[src/rtl/sel5_rr_arbiter.sv]
// sel5_rr_arbiter: four-requester round-robin arbiter that owns the selects of
// a 5-input AND decode (I0/I1 active-low, I2..I4 active-high).
// A grant lasts until DONE, until the owner drops REQ, or until MAX_TENURE
// cycles have passed. Every handover goes through a dead GAP cycle, so two
// owners never see the decode output high back to back.
// Optional feature: define SEL5_ARB_LOCK_EN to add a LOCK input that holds
// off tenure expiry while it is high.
module sel5_rr_arbiter #(
  parameter int N_REQ      = 4,
  parameter int MAX_TENURE = 8,
  parameter int TW         = 4
) (
  input  logic             C,
  input  logic             R_N,
  input  logic             EN,
  input  logic [N_REQ-1:0] REQ,
  input  logic             DONE,
`ifdef SEL5_ARB_LOCK_EN
  input  logic             LOCK,
`endif
  output logic [N_REQ-1:0] GNT,
  output logic             BUSY,
  output logic             EXPIRE,
  output logic [4:0]       SEL
);

  typedef enum logic [1:0] {
    IDLE  = 2'd0,
    GRANT = 2'd1,
    GAP   = 2'd2
  } state_t;

  state_t          state, state_nxt;
  logic [1:0]      ptr;        // requester that has top priority next arbitration
  logic [1:0]      owner;      // current/last owner, drives SEL[1:0]
  logic [1:0]      winner;
  logic [TW-1:0]   tenure;
  logic            en_q;
  logic            lock;
  logic            req_any;
  logic            release_c;
  logic            expire_c;

`ifdef SEL5_ARB_LOCK_EN
  assign lock = LOCK;
`else
  assign lock = 1'b0;
`endif

  assign req_any = |REQ;

  // Round-robin pick: first set request at ptr, ptr+1, ... with 2-bit wrap.
  // Scanning from the far end lets the nearest offset overwrite the others.
  always_comb begin
    winner = ptr;
    for (int k = N_REQ - 1; k >= 0; k--) begin
      if (REQ[ptr + 2'(k)]) winner = ptr + 2'(k);
    end
  end

  // Release beats expiry when both happen in the same cycle.
  always_comb begin
    release_c = (state == GRANT) && (DONE || !REQ[owner]);
    expire_c  = (state == GRANT) && !release_c && !lock &&
                (tenure == TW'(MAX_TENURE));
  end

  // State register.
  always_ff @(posedge C) begin
    if (!R_N) state <= IDLE;
    else      state <= state_nxt;
  end

  // Next-state logic.
  always_comb begin
    state_nxt = state;
    case (state)
      IDLE:    if (req_any) state_nxt = GRANT;
      GRANT:   if (release_c || expire_c) state_nxt = GAP;
      GAP:     state_nxt = IDLE;
      default: state_nxt = IDLE;
    endcase
  end

  // Registered grant, busy, expiry pulse, tenure count and pointer.
  always_ff @(posedge C) begin
    if (!R_N) begin
      GNT    <= '0;
      BUSY   <= 1'b0;
      EXPIRE <= 1'b0;
      owner  <= 2'd0;
      ptr    <= 2'd0;
      tenure <= '0;
      en_q   <= 1'b0;
    end else begin
      en_q   <= EN;
      EXPIRE <= 1'b0;
      case (state)
        IDLE: begin
          if (req_any) begin
            GNT         <= '0;
            GNT[winner] <= 1'b1;
            BUSY        <= 1'b1;
            owner       <= winner;
            tenure      <= TW'(1);
          end
        end
        GRANT: begin
          if (release_c || expire_c) begin
            GNT    <= '0;
            BUSY   <= 1'b0;
            EXPIRE <= expire_c;
            ptr    <= owner + 2'd1;
            tenure <= '0;
          end else if (tenure != TW'(MAX_TENURE)) begin
            tenure <= tenure + 1'b1;
          end
        end
        default: ;
      endcase
    end
  end

  // Decode selects; owner index is held while idle so SEL[1:0] stays stable.
  always_comb begin
    SEL = {en_q, ~EXPIRE, BUSY, owner};
  end

  // Grant is never multi-hot and is present exactly when BUSY is.
  a_gnt_onehot: assert property (@(posedge C) disable iff (!R_N) $onehot0(GNT));
  a_gnt_busy:   assert property (@(posedge C) disable iff (!R_N) (GNT != '0) == BUSY);

endmodule

[config.mk]
export PLATFORM = sky130hd
export DESIGN_NAME = sel5_rr_arbiter
export DESIGN_NICKNAME = d
export VERILOG_FILES = /design/src/rtl/sel5_rr_arbiter.sv
export SDC_FILE = /design/constraint.sdc
export NUM_CORES = 1
export LEC_CHECK = 0
export BUFFER_PORTS_ARGS = -buffer_cell sky130_fd_sc_hd__buf_4
export CELL_PAD_IN_SITES_DETAIL_PLACEMENT = 1
export CELL_PAD_IN_SITES_GLOBAL_PLACEMENT = 1
export CORE_AREA = 3 3 53 55
export DETAILED_ROUTE_END_ITERATION = 16
export DIE_AREA = 0 0 56 58
export PLACE_DENSITY = 0.76
export SYNTH_ARGS = -nofsm -noshare
export SYNTH_HDL_FRONTEND = slang
export SYNTH_SLANG_ARGS = --single-unit
[constraint.sdc]
create_clock -name C -period 1.76 [get_ports C]
set_input_delay 0.088 -clock C [delete_from_list [all_inputs] [get_ports C]]
set_output_delay 0.088 -clock C [all_outputs]
set_load 0.005 [all_outputs]
; ---- Word level (Yosys, flattened, before mapping)
; Index checks and enable logic that the tools add are counted.
; Widths: inputs -> output; s select.
[totals]
register_bits = 17
output_inout_bits = 11
word_cells = 73
[classes]
n_addsub = 5
magnitude_cmp = 7
eq_ne = 6
n_mux = 29
bitwise = 1
reduce_logical = 17
[ops]
columns = operator, count
row1 = $mux 4, 5
row2 = $lt 2x3->1 const B, 6
row3 = $pmux 4 s2, 2
row4 = $mux 2, 6
row5 = $bmux 1 s2, 5
row6 = $reduce_and 3->1, 3
row7 = $mux 1, 8
row8 = $reduce_and 2->1, 3
row9 = $add 2x1->2 const B, 2
row10 = $add 2x2->2 const B, 2
row11 = $add 4x1->4 const B, 1
row12 = $eq 4x4->1 const B, 1
row13 = $logic_and 1x1->1, 4
row14 = $ne 4x4->1 const B, 1
row15 = $pmux 2 s2, 1
row16 = $reduce_or 4->1, 1
row17 = $ne 3x1->1 const B, 1
row18 = $demux 1 s2, 1
row19 = $eq 2x1->1 const B, 1
row20 = $ge 2x1->1 const B, 1
row21 = $logic_not 1->1, 2
row22 = $logic_not 2->1, 1
row23 = $logic_or 1x1->1, 2
row24 = $ne 2x1->1 const B, 1
row25 = 4 further kinds, 4

; ---- Depth between registers and ports, before layout
; Gate-level depths: netlist of the first run.
[logic_depth]
depth_word = 13
ltp_mapped = 6
depth_no_buf = 6

; ---- Worst setup path before layout of the first run
; Ideal clock, no wire load.
[synth_timing]
path_kind = reg2reg
from = register tenure[0]
to = register GNT[0]
setup_time_ps = 117
arrival_time_ps = 1241
slack_ps = 401
path_stages_with_launch = 7
n_path_buf = 0
period_less_slack_ps = 1359
cell_sequence = dfxtp_1 > inv_1 > ha_1 > nand3b_1 > o311ai_1 > o32ai_4 > a32o_1
[synth_between]
elab_chain_len = 5
[synth_rtl]
columns = element, line_no
row1 = start: declaration, 37  ; logic [TW-1:0] tenure;
row2 = start signal: assignment, 116  ; tenure <= tenure + 1'b1;
row3 = $eq 4x4->1, 65  ; (tenure == TW'(MAX_TENURE));
row4 = $logic_and 1x1->1, 64  ; expire_c = (state == GRANT) && !release_c && !lock &&
row5 = $logic_or 1x1->1, 109  ; if (release_c || expire_c) begin
row6 = $ne 2x1->1 (no line), n/a
row7 = $reduce_and 3->1 (no line), n/a
row8 = end signal: assignment, 88  ; GNT <= '0;
row9 = end signal: indexed assignment, 102  ; GNT[winner] <= 1'b1;
row10 = end signal: assignment, 110  ; GNT <= '0;
row11 = end: declaration, 21  ; output logic [N_REQ-1:0] GNT,
; Every way passes these cells.
; A chain may end at the register's enable or synchronous reset.

; ---- Worst setup path after layout of the first run
[layout_timing]
from = register tenure[0]
to = register GNT[1]
; Same word-level chain as after synthesis.

==> results of run 1 <==
-- kinds of logic after synthesis --
kind of cell | synth area share (%)
AND/OR/NAND/NOR | 22.1
XOR/XNOR | 2.85
AO/OA/AOI/OAI | 26.8
flip-flops | 37.0
multiplexers | 3.26
adder cells (fa/ha/maj) | 2.72
buffers and inverters | 5.30
-- metrics by stage --
step           std cells  cell area [um2]  power (W)  util (%)
3_3_place_gp         146             1070   0.000724      44.2
6_report             151             1110   0.000952      45.7
4_1_cts              151             1110   0.000960      45.7
2_1_floorplan        101              921   0.000634         -
5_1_grt              151             1110    0.00102      45.7
3_5_place_dp         146             1070   0.000736      44.2
-- worst paths after layout --
| check | depth (start not counted) | end | startpoint | slack, ns |
|---|---|---|---|---|
| setup / recovery | 6 | GNT[1] | tenure[0] | 0.19 |
| hold / removal | 2 | owner[0] | R_N | 0.07 |
| setup reg to reg | 6 | GNT[1] | tenure[0] | 0.19 |
| hold reg to reg | 1 | GNT[2] | GNT[2] | 0.48 |
-- per-layer routing --
metal,global-route usage (%),up-vias,part of all wire (%)
li1,-,409,-
met1,18.1,398,44
met2,26.9,15,50
met3,2.67,5,3.9
met4,7.12,0,2.1
met5,0,-,0
-- worst register-to-register path, stage by stage, from the launching register on --
cell and delay [ns]:
dfxtp_1 0.35, inv_1 0.09, ha_1 0.15, nand3b_1 0.23, o311ai_1 0.23, o32ai_4 0.19, a32o_1 0.23
-- sequential cells by signal, indices dropped and copies added, names as in the netlist --
| register | flops |
|---|---|
| GNT | 4 |
| EXPIRE | 1 |
| ptr | 2 |
| tenure | 4 |
| en_q | 1 |
| BUSY | 1 |
| state | 2 |
| owner | 2 |
-- what timing repair did --
action,4_1_cts,5_1_grt
setup endpoints to repair,0,0
gates resized for setup,0,0
hold buffers,1,0
endpoints found under the hold margin,1,0
-- cell type report --
type	instances	area (um2)	area share [%]
inverter	8	30.0	2.70
timing repair buffer	19	145	13.1
multi-input combinational	73	532	47.9
clock buffer	4	26.3	2.36
tap	30	37.5	3.38
sequential	17	340	30.6
-- cells in the final DEF, fill, tap and decap left out --
cell	n
nor2b_1	1
nor3_2	1
o31ai_1	1
nand3_1	3
a21oi_1	8
o21bai_1	1
o22a_1	1
o21a_1	1
a211oi_1	4
clkbuf_1	1
inv_1	8
nor4_4	1
or2_1	1
and2_1	3
nor4_1	2
dfxtp_1	17
dlygate4sd3_1	1
xor2_1	3
nor2_1	6
o32ai_1	1
or2_2	1
nand2_1	4
a32o_1	4
nand2b_1	4
mux2i_1	3
clkbuf_4	3
or2b_1	2
o22ai_2	1
o211a_1	1
o21ai_0	3
nand3b_1	1
o311ai_1	1
o32ai_4	1
buf_4	18
o211ai_1	1
ha_1	2
or3_1	2
a21o_1	2
nor3_1	2
-- power by group through the flow --
stage | registers, W | clock network, W | logic, W
after detailed placement | 0.000470 | 0 | 0.000265
after CTS | 0.000461 | 0.000229 | 0.000269
after global routing | 0.000468 | 0.000253 | 0.000295
final | 0.000461 | 0.000225 | 0.000266
after global placement | 0.000467 | 0 | 0.000257
after floorplan | 0.000463 | 0 | 0.000172
==> metrics, run 1 <==
status completed; Area Growth Syn to Fin 20.7%; core area ~0.0024 mm2; setup TNS 0 ns; cell family with most CP delay compound AO/OA/AOI/OAI gates; Peak VDD IR about 0.43 mV; Leak 0.455 nW; sequential element share of the synthesized area a little under two fifths; Hold Vio Cnt, Final 0; Die X between 50 and 60 um; arrival time at the worst endpoint between 1.5 and 2 ns; fmax about 640 MHz; CTS Buf Count 3; FILL cells 303; # port buffers 18; max_slew headroom a little over two thirds; Ys Warns 0; Finish-stage setup viols 0; most common cell in the netlist dfxtp_1; nets roughly 130; Final Max Tran Viols 0; fraction of layout cells with a size suffix above 1 between 20% and 30%; vias per cell 5.48; die area roughly 0.0032 mm2; clock network power share between 20% and 30%; Antenna Violating Nets Remaining 0; Syn Nets roughly 110; initial antenna violation count 0; CP bufs+invs 1; Cells after Synth slightly above 100; Pre-antenna DRT Iters 4; Synth area leader dfxtp_1; GRT overflow 0; H-tree levels 1; clk_skew roughly 0.0065 ns; Die Ht between 50 and 60 um; Internal approximately 0.00064 W; CTS max path bufs 2; Startpoint Class flip-flop; total number of vias 827; Rows 18; Initial DRC Count 9; Mapped Area roughly 920 um2; Slew @ Worst Pin 0.436 ns; Cell variety after synth 37; Sw Ratio about 33%; clock sink count 17; DR DRC count 0; min-delay worst type input port to flip-flop; Final min period between 1.5 and 2 ns; fin crit share between 80 and 90%; # Post-CTS Setup Buffers 0; Reg power frac 48.4%; dominant synthesized flop cell dfxtp_1; TritonCTS clock tree built; Worst Path Required about 2.0 ns; EDFF count, synth 0; DP Wirelength about 1800 um; PnR worst setup slack roughly 0.19 ns; P per Cell Area 856 mW/mm2; Comb pwr share roughly 28%; ANT cells 0; switching pwr approximately 0.00032 W; synthesized area per cell 9.12 um2; final WL 2240 um; dpl ws approximately 0.21 ns; Root Driver clkbuf_4; CP max-delay cell dfxtp_1; Async SR Flop Fraction 0%; Initial Utilization a little under two fifths; synth cell count leaders 17 x dfxtp_1, 8 x a21oi_1, 8 x inv_1, 6 x nor2_1; hold_ws approximately 0.068 ns; Synth area leaders dfxtp_1 37%, a21oi_1 4.3%, a32o_1 4.3%; vias in the first global route 833; critical-path cell list inv_1 -> ha_1 -> nand3b_1 -> o311ai_1 -> o32ai_4 -> a32o_1; Synth top area share ~37%; WL/cell 14.8 um; MaxCap Viol Count 0; first-pass GRT wire length 3840 um; total track usage between 10% and 20%; Worst-path clk slew 0.11 ns; GPL Wtd Cong between 0.7 and 0.8; Clock Latency Late Sink between 0.3 and 0.4 ns; Critical Path Max Stage Delay approximately 0.35 ns; largest net degree at the start of global routing 10; Setup CP Type flip-flop to flip-flop; CP endpoint kind flip-flop; RSZ-0062 raised after global routing no; I/O pins 19; #FFs+latches synth 17; crit path max fanout 7
Power figures use the tool's default switching activity.
==> inputs of run 2 (changes only) <==
Settings changed: BUFFER_PORTS_ARGS -buffer_cell sky130_fd_sc_hd__buf_4 to default, CORE_AREA 3 3 53 55 to 3 3 50 52, DIE_AREA 0 0 56 58 to 0 0 53 55, DONT_BUFFER_PORTS from default to 1, PLACE_DENSITY 0.76 to 0.74.
==> metrics, run 2 (synthesis gave the netlist of run 1 again) <==
# port buffers 0 (was 18); Root Driver clkbuf_4 (unchanged); fmax 683 MHz (was 638 MHz); dpl ws 0.305 ns (was 0.210 ns); setup TNS 0 ns (unchanged); Leak 0.373 nW (was 0.455 nW); Sw Ratio 31.9% (was 33.1%); Startpoint Class flip-flop (unchanged); core area 0.00215 mm2 (was 0.00243 mm2); crit-path most repeated cell mux2i_1; commonest non-fill, non-tap cell in the layout dfxtp_1 (was buf_4); clk_skew 0.00253 ns (was 0.00651 ns); final WL 2170 um (was 2240 um); crit path max fanout 5 (was 7); Comb pwr share 23.5% (was 27.9%); nets 116 (was 132); H-tree levels 1 (unchanged); GPL Wtd Cong 0.727 (was 0.757); GRT overflow 0 (unchanged); max_slew headroom 70.4% (was 70.8%); Rows 17 (was 18); Critical Path Max Stage Delay 0.46 ns (was 0.35 ns); dpl cell area 945 um2 (was 0.00107 mm2); Finish-stage setup viols 0 (unchanged); initial antenna violation count 0 (unchanged); Final Max Tran Viols 0 (unchanged); Antenna Violating Nets Remaining 0 (unchanged); fraction of layout cells with a size suffix above 1 8.57% (was 21.5%); DP Cell Count 127 (was 146); Reg power frac 52.7% (was 48.4%); arrival time at the worst endpoint 1.69 ns (was 1.78 ns); Clock Latency Late Sink 0.29 ns (was 0.31 ns); Design Area, Final 991 um2 (was 0.00111 mm2); FILL cells 262 (was 303); Peak VDD IR 0.434 mV (was 0.430 mV); most frequent cells in the layout 17 x dfxtp_1, 8 x inv_1, 8 x a21oi_1 (was 18 x buf_4, 17 x dfxtp_1, 8 x inv_1, 8 x a21oi_1, 6 x nor2_1); Internal 0.000600 W (was 0.000636 W); Initial Utilization 42.9% (was 37.9%); min-delay worst type input port to flip-flop (unchanged); DP Wirelength 1650 um (was 1790 um); clock sink count 17 (unchanged); # resized after CTS 0 (unchanged); WL/cell 16.3 um (was 14.8 um); Hold Vio Cnt, Final 0 (unchanged); largest net degree at the start of global routing 10 (unchanged); P per Cell Area 889 mW/mm2 (was 856 mW/mm2); MaxCap Viol Count 0 (unchanged); vias in the first global route 777 (was 833); total number of vias 759 (was 827); Initial DRC Count 12 (was 9); vias per cell 5.71 (was 5.48); Final Util 46.1% (was 45.7%); CTS max path bufs 2 (unchanged); Die Ht 55 um (was 58 um); non-filler cells, final 133 (was 151); status completed (unchanged); Worst Path Required 1.98 ns (was 1.97 ns); Area Growth Syn to Fin 7.61% (was 20.7%); I/O pins 19 (unchanged); Setup CP Type flip-flop to flip-flop (unchanged); critical-path cell list mux2i_1 -> o22ai_2 -> a21oi_1 -> mux2i_1 (was inv_1 -> ha_1 -> nand3b_1 -> o311ai_1 -> o32ai_4 -> a32o_1); clock network power share 23.8% (was 23.7%); ANT cells 0 (unchanged); CP max-delay cell dfxtp_1 (unchanged); DR DRC count 0 (unchanged); die area 0.00292 mm2 (was 0.00325 mm2); Final min period 1.46 ns (was 1.57 ns); PnR worst setup slack 0.295 ns (was 0.194 ns); fin crit share 83.2% (was 89.0%); switching pwr 0.000281 W (was 0.000315 W); TritonCTS clock tree built (unchanged); first-pass GRT wire length 3450 um (was 3840 um); CP endpoint kind flip-flop (unchanged); Worst-path clk slew 0.10 ns (was 0.11 ns); CTS Buf Count 3 (unchanged); RSZ-0062 raised after global routing no (unchanged); Largest regs GNT (4), tenure (4) (unchanged); Slew @ Worst Pin 0.438 ns (was 0.436 ns); worst reg-to-reg setup slack 0.30 ns (was 0.19 ns); Die X 53 um (was 56 um); Pre-antenna DRT Iters 4 (unchanged); total track usage 16.9% (was 15.3%)
run 2: cell types whose count changed in the layout (fill, tap and decap cells not counted), sizes merged:
cell         change
buf             -17
dlygate4sd3      +1
run 2: layer usage:
| layer | vias up | track usage, % | part of all wire (%) |
|---|---|---|---|
| li1 | 377 | - | - |
| met1 | 359 | 18.9 | 44 |
| met2 | 16 | 29.5 | 49 |
| met3 | 7 | 3.75 | 3.6 |
| met4 | 0 | 10.2 | 3.1 |
| met5 | - | 0 | 0 |
run 2: path summary, 6_finish.rpt:
check,from,end,cells past startpoint
worst max-delay path,owner[1],ptr[0],4
worst min-delay path,R_N,state[1],2
worst max register to register,owner[1],ptr[0],4
worst min register to register,GNT[1],GNT[1],1
run 2: power by group through the flow:
stage	Sequential, W	Combinational [W]	Clock (W)
3_5_place_dp	0.000474	0.000199	0
2_1_floorplan	0.000463	0.000172	0
4_1_cts	0.000465	0.000209	0.000222
6_report	0.000465	0.000207	0.000209
3_3_place_gp	0.000473	0.000192	0
5_1_grt	0.000473	0.000232	0.000246
run 2: what timing repair did:
item,in CTS,in global routing
hold endpoints to repair,6,0
setup buffers,0,0
hold buffers,2,0
run 2: per-stage QoR:
| step | hold WS (ns) | power, W |
|---|---|---|
| finish | 0.0858 | 0.000881 |
| global route | 0.0741 | 0.000950 |
| CTS | 0.0763 | 0.000896 |
| detailed placement | 0.215 | 0.000673 |
| global placement | 0.209 | 0.000665 |
| floorplan | 0.215 | 0.000634 |
run 2: final cells by class:
type / instances / area [um2] / area share (%)
Clock buffer: 4 / 26.3 / 2.65
Timing Repair Buffer: 3 / 27.5 / 2.78
Tap cell: 28 / 35.0 / 3.54
Multi-Input combinational cell: 73 / 532 / 53.7
Sequential cell: 17 / 340 / 34.3
Inverter: 8 / 30.0 / 3.03
run 2: worst max-delay path: cells and delay by family, from the launching register on:
family / cells / cell delay (ns)
compound gates: 2 / 0.43
flops: 1 / 0.46
mux: 2 / 0.50
